--- src/rtl/muldiv_sequencer.sv ---
// Multi-cycle RV32M multiply/divide sequencer: shift-add multiply and restoring divide,
// one iteration per clock, with a PC stall while the operation is in flight.
module muldiv_sequencer #(
   parameter int XLEN = 32,
   localparam int CNT_W = $clog2(XLEN)
) (
   input  logic            CLK,
   input  logic            rst,
   input  logic            EN_PC,
   input  logic [6:0]      opcode,
   input  logic [2:0]      Funct3,
   input  logic            Funct7_0,
   input  logic [XLEN-1:0] rs1_data,
   input  logic [XLEN-1:0] rs2_data,
   output logic            stall,
   output logic            busy,
   output logic            result_valid,
   output logic [XLEN-1:0] result
);

   typedef enum logic [1:0] {
      IDLE = 2'd0,
      CALC = 2'd1,
      DONE = 2'd2
   } state_t;

   localparam logic [XLEN-1:0] MIN_VAL = {1'b1, {(XLEN-1){1'b0}}};

   state_t state_q, state_d;

   logic [2:0]       op_q;
   logic             neg_q;
   logic [XLEN-1:0]  opnd_q;   // multiplicand magnitude (mul) or divisor magnitude (div)
   logic [XLEN-1:0]  hi_q;     // product high half (mul) or partial remainder (div)
   logic [XLEN-1:0]  lo_q;     // multiplier bits (mul) or dividend/quotient bits (div)
   logic [CNT_W-1:0] cnt_q;

   logic            start_req;
   logic            a_signed, b_signed, a_neg, b_neg;
   logic [XLEN-1:0] a_mag, b_mag;
   logic            div_zero, div_ovf, special;
   logic [XLEN-1:0] special_res;
   logic            res_neg;

   always_comb begin
      start_req = EN_PC & (opcode == 7'b0110011) & Funct7_0 & (state_q == IDLE);
      a_signed  = (Funct3 == 3'b001) | (Funct3 == 3'b010) | (Funct3 == 3'b100) | (Funct3 == 3'b110);
      b_signed  = (Funct3 == 3'b001) | (Funct3 == 3'b100) | (Funct3 == 3'b110);
      a_neg     = a_signed & rs1_data[XLEN-1];
      b_neg     = b_signed & rs2_data[XLEN-1];
      a_mag     = a_neg ? -rs1_data : rs1_data;
      b_mag     = b_neg ? -rs2_data : rs2_data;
      div_zero  = Funct3[2] & (rs2_data == '0);
      div_ovf   = Funct3[2] & ~Funct3[0] & (rs1_data == MIN_VAL) & (rs2_data == '1);
      special   = div_zero | div_ovf;
      if (div_zero)
         special_res = Funct3[1] ? rs1_data : '1;
      else
         special_res = Funct3[1] ? '0 : MIN_VAL;
      // Remainder follows the dividend sign; quotient and product follow sign(A)^sign(B).
      res_neg = (Funct3 == 3'b110) ? a_neg : (a_neg ^ b_neg);
   end

   // One iteration of either algorithm.
   logic [XLEN:0]     mul_sum;
   logic [XLEN:0]     div_shift, div_diff;
   logic [XLEN-1:0]   hi_n, lo_n;
   logic [2*XLEN-1:0] prod, prod_s;
   logic [XLEN-1:0]   quot_s, rem_s, final_res;

   always_comb begin
      mul_sum   = {1'b0, hi_q} + (lo_q[0] ? {1'b0, opnd_q} : '0);
      div_shift = {hi_q, lo_q[XLEN-1]};
      div_diff  = div_shift - {1'b0, opnd_q};
      hi_n      = hi_q;
      lo_n      = lo_q;
      if (op_q[2]) begin
         if (!div_diff[XLEN]) begin
            hi_n = div_diff[XLEN-1:0];
            lo_n = {lo_q[XLEN-2:0], 1'b1};
         end else begin
            hi_n = div_shift[XLEN-1:0];
            lo_n = {lo_q[XLEN-2:0], 1'b0};
         end
      end else begin
         hi_n = mul_sum[XLEN:1];
         lo_n = {mul_sum[0], lo_q[XLEN-1:1]};
      end
      prod   = {hi_n, lo_n};
      prod_s = neg_q ? -prod : prod;
      quot_s = neg_q ? -lo_n : lo_n;
      rem_s  = neg_q ? -hi_n : hi_n;
      if (op_q[2])
         final_res = op_q[1] ? rem_s : quot_s;
      else
         final_res = (op_q[1:0] == 2'b00) ? prod_s[XLEN-1:0] : prod_s[2*XLEN-1:XLEN];
   end

   always_comb begin
      state_d = state_q;
      case (state_q)
         IDLE:    if (start_req) state_d = special ? DONE : CALC;
         CALC:    if (cnt_q == '0) state_d = DONE;
         DONE:    state_d = IDLE;
         default: state_d = IDLE;
      endcase
   end

   always_ff @(posedge CLK) begin
      if (rst) state_q <= IDLE;
      else     state_q <= state_d;
   end

   always_ff @(posedge CLK) begin
      if (rst) begin
         op_q   <= '0;
         neg_q  <= 1'b0;
         opnd_q <= '0;
         hi_q   <= '0;
         lo_q   <= '0;
         cnt_q  <= '0;
         result <= '0;
      end else begin
         case (state_q)
            IDLE: begin
               if (start_req) begin
                  op_q   <= Funct3;
                  neg_q  <= res_neg;
                  opnd_q <= Funct3[2] ? b_mag : a_mag;
                  lo_q   <= Funct3[2] ? a_mag : b_mag;
                  hi_q   <= '0;
                  cnt_q  <= CNT_W'(XLEN-1);
                  if (special) result <= special_res;
               end
            end
            CALC: begin
               hi_q  <= hi_n;
               lo_q  <= lo_n;
               cnt_q <= cnt_q - 1'b1;
               if (cnt_q == '0) result <= final_res;
            end
            default: ;
         endcase
      end
   end

   assign stall        = start_req | (state_q == CALC);
   assign busy         = (state_q == CALC);
   assign result_valid = (state_q == DONE);

endmodule

--- config.mk ---
export PLATFORM = sky130hd
export DESIGN_NAME = muldiv_sequencer
export DESIGN_NICKNAME = d
export VERILOG_FILES = /design/src/rtl/muldiv_sequencer.sv
export SDC_FILE = /design/constraint.sdc
export NUM_CORES = 1
export LEC_CHECK = 0
export BUFFER_PORTS_ARGS = -buffer_cell sky130_fd_sc_hd__buf_2
export CAP_MARGIN = 40
export CORE_UTILIZATION = 25
export DETAILED_ROUTE_END_ITERATION = 16
export MAX_ROUTING_LAYER = met4
export PLACE_DENSITY = 0.37
export SLEW_MARGIN = 20
export SYNTH_ARGS = -nofsm -noshare
export SYNTH_HDL_FRONTEND = slang
export SYNTH_SLANG_ARGS = --single-unit
--- constraint.sdc ---
create_clock -name CLK -period 6.6 [get_ports CLK]
set_clock_uncertainty 0.15 [all_clocks]
set_input_delay 1.65 -clock CLK [delete_from_list [all_inputs] [get_ports CLK]]
set_output_delay 1.65 -clock CLK [all_outputs]
set_load 0.005 [all_outputs]
After elaboration in Yosys (flattened, before gate mapping) --
Cells that the tools add are included.
Word-level totals: bits of input ports 78, output and inout bits 35, bits in registers 139
Operators by class: equal/unequal tests 12, mux-type cells 33, add/sub/neg operators 8, bitwise logic cells 18, reductions and logical operators 9
Operators with widths (number):
- $mux 32 | 21
- $pmux 32 s2 | 3
- $neg 32->32 | 4
- $eq 32x32->1 const B | 2
- $mux 64 | 1
- $neg 64->64 | 1
- $add 32x32->33 | 1
- $sub 33x32->33 | 1
- $logic_not 32->1 | 1
- $pmux 5 s2 | 1
- $and 1x1->1 | 9
- $eq 7x6->1 const B | 1
- $or 1x1->1 | 7
- $eq 3x3->1 const B | 2
- $mux 2 | 3
- $reduce_and 2->1 | 3
- $logic_not 5->1 | 1
- $mux 5 | 1
- $sub 5x1->5 const B | 1
- $logic_not 2->1 | 2
- $ne 2x2->1 const B | 2
- $pmux 2 s2 | 1
- $reduce_and 4->1 | 1
- $eq 3x1->1 const B | 1
- other kinds (8) | 9

Depth between registers and ports, before layout --
depth after elaboration 9, mapped depth 25, mapped depth without buffers 23

Worst setup path before layout --
OpenSTA, ideal clock, no wires.
path type register -> register, start register lo_q[31], end register result[26], data required time 6308 ps, stages on the path, launching flop included 26, slack 129 ps, period minus slack after synthesis 6471 ps, data arrival time 6179 ps, path through dfxtp_1 -> inv_1 -> ha_1 -> fa_1 -> nand2b_1 -> a211oi_1 -> o211ai_1 -> a31o_2 -> a21boi_1 -> nor2_1 -> clkbuf_1 -> a21boi_0 -> ha_1 -> o221a_2 -> o2111ai_1 -> or2_2 -> or3_1 -> clkbuf_1 -> nor2_1 -> o32ai_1 -> a211o_1 -> or4_4 -> or2_1 -> o311a_1 -> o22ai_1 -> a32oi_1
Between the ends: longest elaborated chain between the ends 9, elaborated cells between the ends (all ways) 16
Ends and longest elaborated chain:
- start: declaration | RTL line 35 | logic [XLEN-1:0] lo_q;
- start signal: assignment | RTL line 130 | lo_q <= Funct3[2] ? a_mag : b_mag;
- start signal: assignment | RTL line 138 | lo_q <= lo_n;
- $sub 33x32->33 | RTL line 74 | div_diff = div_shift - {1'b0, opnd_q};
- $mux 1 / $mux 32 (equally long branches) | RTL line 78 | if (!div_diff[XLEN]) begin
- $mux 32 | RTL line 77 | if (op_q[2]) begin
- $neg 64->64 (tied with other cells) | RTL line 90 | prod_s = neg_q ? -prod : prod;
- $mux 64 (tied with other cells) | RTL line 90
- $mux 32 (on tied branches) | RTL line 96, 94
- $mux 32 (*) | RTL line 93 | if (op_q[2])
- $mux 32 (*) | RTL line 140 | if (cnt_q == '0) result <= final_res;
- $pmux 32 s2 (*) | RTL line 124 | case (state_q)
- end signal: assignment | RTL line 133 | if (special) result <= special_res;
- end signal: assignment | RTL line 140
- end: declaration | RTL line 18 | output logic [XLEN-1:0] result
Mark *: on every way between the ends. The rest lies on a longest branch, timed or not. The select of a mux whose other input is x is not followed. A chain may end at the register's enable or synchronous reset.

Final worst setup path --
start register opnd_q[25], end register result[26]
Between the ends: longest elaborated chain between the ends 9, elaborated cells between the ends (all ways) 18
Ends and longest elaborated chain:
- start: declaration | RTL line 33 | logic [XLEN-1:0] opnd_q;
- start signal: assignment | RTL line 129 | opnd_q <= Funct3[2] ? b_mag : a_mag;
- $sub 33x32->33 / $mux 32 (equally long branches) | RTL line 74, 72
- $mux 1 (tied with other cells) | RTL line 78
- $mux 32 | RTL line 77
- $neg 64->64 (tied with other cells) | RTL line 90
- $mux 64 (tied with other cells) | RTL line 90
- $mux 32 (on tied branches) | RTL line 96, 94
- $mux 32 (*) | RTL line 93
- $mux 32 (*) | RTL line 140
- $pmux 32 s2 (*) | RTL line 124
Marked as above.

==> out/metrics.csv <==
metric;value;unit
Pre-Repair DR Iteration Count;6;
DRC viols;0;
vias per cell;5.73;
Yosys cell types;99;
Primary FF master, synth;dfxtp_1;
Mapped Cells;2400;
CP most frequent cell;ha_1;
initial cell density of the core;25.4;%
combinational power share;13.2;%
Clk pwr share;50.0;%
Slew HR;35.8;%
TritonCTS clock tree;done;
largest net degree at the start of global routing;94;
unrepaired setup endpoints after global routing;no;
area delta synth->final;14.3;%
CP endpoint kind;flip-flop;
gp weighted congestion;0.937;
clock sink total;139;
iteration-0 DRC count of the detailed router;1734;
Final Setup Violations;0;
crit-path max cell delay;620;ps
post-DP HPWL;69200;um
Post CTS Setup Buffer Count;0;
Arrival @ worst endpoint;6570;ps
IO Port Bufs;112;
number of antenna diodes;0;
Final Power;2290;uW
total count of max-transition violations in the final report;0;
post-route clock period utilization;96.3;%
remaining global-route overflow;0;
Slew @ Worst Pin;958;ps
peak supply drop;0.197;mV
Post-DP Area;18100;um^2
Slowest cell on crit path;or4_1;
Final Instance Area;18800;um^2
clock slew at reported path FFs;80;ps
type of origin of the critical path;flip-flop;
DIE WIDTH;258;um
status;finished clean;
Req. time, crit path;6820;ps
minimum clock period;6350;ps
largest buffer count on any clock path;2;
Post-synth EDFFs;0;
worst min-delay path category;reg2reg;
switch share;31.4;%
core area;64700;um^2
# rows;93;
ys async rst share;0;%
Skew-Pair Late Insertion Delay;510;ps
synthesis-stage register bit count;139;
Vert. Die Dim;258;um
Max Cap Viol;0;
CP delay by family, top;simple AND/OR/NAND/NOR gates;
antenna violations before repair;1;
syn_nets;2551;
Layout Nets;2599;
Post-Route WL;87700;um
vias in the first global route;17600;
full die area;66700;um^2
YS warnings;0;
first-pass GRT wire length;126000;um
routed length per instance;26.5;um
Final Hold Slack;318;ps
clock root buffer master;clkbuf_16;
cell area after synthesis;16400;um^2
GR Util All Layers;26.6;%
switching power;717;uW
sequential fraction of the synthesis area;17.0;%
IO Count;113;
Routed Antenna Nets;0;
Worst Setup Path Type;reg2reg;
most frequent cells in the layout;281 x nand2_1, 267 x a21oi_1, 213 x nor2_1, 178 x o21ai_0, 135 x dfxtp_1;
CP Cell Sequence;inv_1 -> ha_1 -> and2_1 -> nand4_1 -> or4_1 -> a31o_2 -> a21boi_2 -> nor2_2 -> a21boi_1 -> ha_1 -> o221a_2 -> o2111ai_1 -> or2_2 -> or3_1 -> nor2_1 -> o32ai_1 -> a211o_1 -> or4_4 -> or2_1 -> o311a_1 -> o22ai_1 -> a32oi_1;
CP max FO;8;
commonest non-fill, non-tap cell in the layout;nand2_1;
CTS HTree Levels;4;
Leak Pwr;0.00720;uW
post-route setup TNS;0;ps
Fin. Hold Viols;0;
DR vias;19000;
crit path buf inv count;1;
register share of total power;36.7;%
Max Clk Rate;0.157;GHz
Power Internal;1570;uW
CTS Buf Count;17;
PwrDens;122;nW/um^2
Avg Cell Area, Syn;6.84;um^2
layout cell share with drive strength beyond 1;12.7;%
CTS Hold Bufs;0;
## routing by layer
metal / global-route usage [%] / vias up / wire length (um)
li1: - / 8939 / -
met3: 2.19 / 88 / 3440
met2: 41.9 / 570 / 40400
met1: 35.7 / 9397 / 41300
met4: 8.65 / 0 / 2590
met5: - / - / 0
## cell type report
cell class	count	area [um^2]
Clock inverter	14	209
Fill cell	7240	45900
Clock buffer	17	425
Tap cell	855	1070
Multi-Input combinational cell	2028	12800
Inverter	67	251
Timing Repair Buffer	195	1260
Sequential cell	139	2790
## power groups by stage
stage,registers [uW],logic (uW),clock network (uW)
floorplan,859,160,0
global placement,859,297,0
detailed placement,859,299,0
CTS,839,300,1180
global route,839,322,1200
finish,840,302,1140
## what timing repair did
item                                    4_1_cts  5_1_grt
endpoints found under the hold margin         0        0
endpoints found under the setup margin        0        4
resized for setup                             0        4
## state kept, by name, indices dropped and copies added, names as in the netlist
signal,count
cnt_q,5
opnd_q,32
neg_q,1
op_q,3
state_q,2
hi_q,32
result,32
lo_q,32
## metrics by stage
stage	utilization (%)	std cells	worst slack (ps)
floorplan	-	2400	129
global placement	27.8	3272	280
detailed placement	28.0	3282	198
CTS	28.9	3313	170
global route	29.0	3315	3.85
finish	29.0	3315	247
## cells by family (layout without fill, tap and decap cells)
group,Yosys count,in the layout,synth area share [%]
flops,139,139,17.0
compound gates,830,830,32.6
xor+xnor,169,169,9.02
mux,66,66,4.22
buf+inv,233,293,5.54
fa+ha+maj,73,73,5.66
simple gates,890,890,26.0
## synth_stat cells (all sizes together), types with 18 or more instances
| cell type | n | area, um^2 |
|---|---|---|
| o21ai | 184 | 921 |
| clkbuf | 132 | 495 |
| nor4 | 21 | 146 |
| o31ai | 28 | 224 |
| or2 | 18 | 113 |
| ha | 71 | 888 |
| xnor2 | 95 | 832 |
| a221oi | 19 | 173 |
| o221ai | 22 | 193 |
| and2 | 54 | 340 |
| o211ai | 53 | 403 |
| nand2b | 20 | 125 |
| xor2 | 74 | 648 |
| nand2 | 282 | 1060 |
| mux2i | 49 | 490 |
| nor3 | 78 | 395 |
| a211oi | 32 | 255 |
| or3 | 20 | 125 |
| inv | 65 | 244 |
| and3 | 20 | 125 |
| buf | 34 | 163 |
| nand4 | 31 | 200 |
| nor2 | 217 | 815 |
| a31oi | 50 | 319 |
| a21oi | 268 | 1350 |
| nand3 | 73 | 370 |
| a21o | 26 | 195 |
| dfxtp | 139 | 2780 |
## path summary, 6_finish.rpt
kind,from,to,slack [ps],cells past startpoint
worst max register to register,opnd_q[25],result[26],250,22
worst min-delay path,opnd_q[23],opnd_q[23],320,2
worst max-delay path,opnd_q[25],result[26],250,22
worst min register to register,opnd_q[23],opnd_q[23],320,2
## worst register-to-register path: stages (launching register included)
cell       delay, ps
dfxtp_1          350
inv_1             60
ha_1             390
and2_1           260
nand4_1          190
or4_1            620
a31o_2           300
a21boi_2         170
nor2_2            80
a21boi_1         260
ha_1             240
o221a_2          220
o2111ai_1        220
or2_2            400
or3_1            380
nor2_1           160
o32ai_1          110
a211o_1          340
or4_4            470
or2_1            250
o311a_1          360
o22ai_1          170
a32oi_1           70
(Power assumes the default switching activity.)
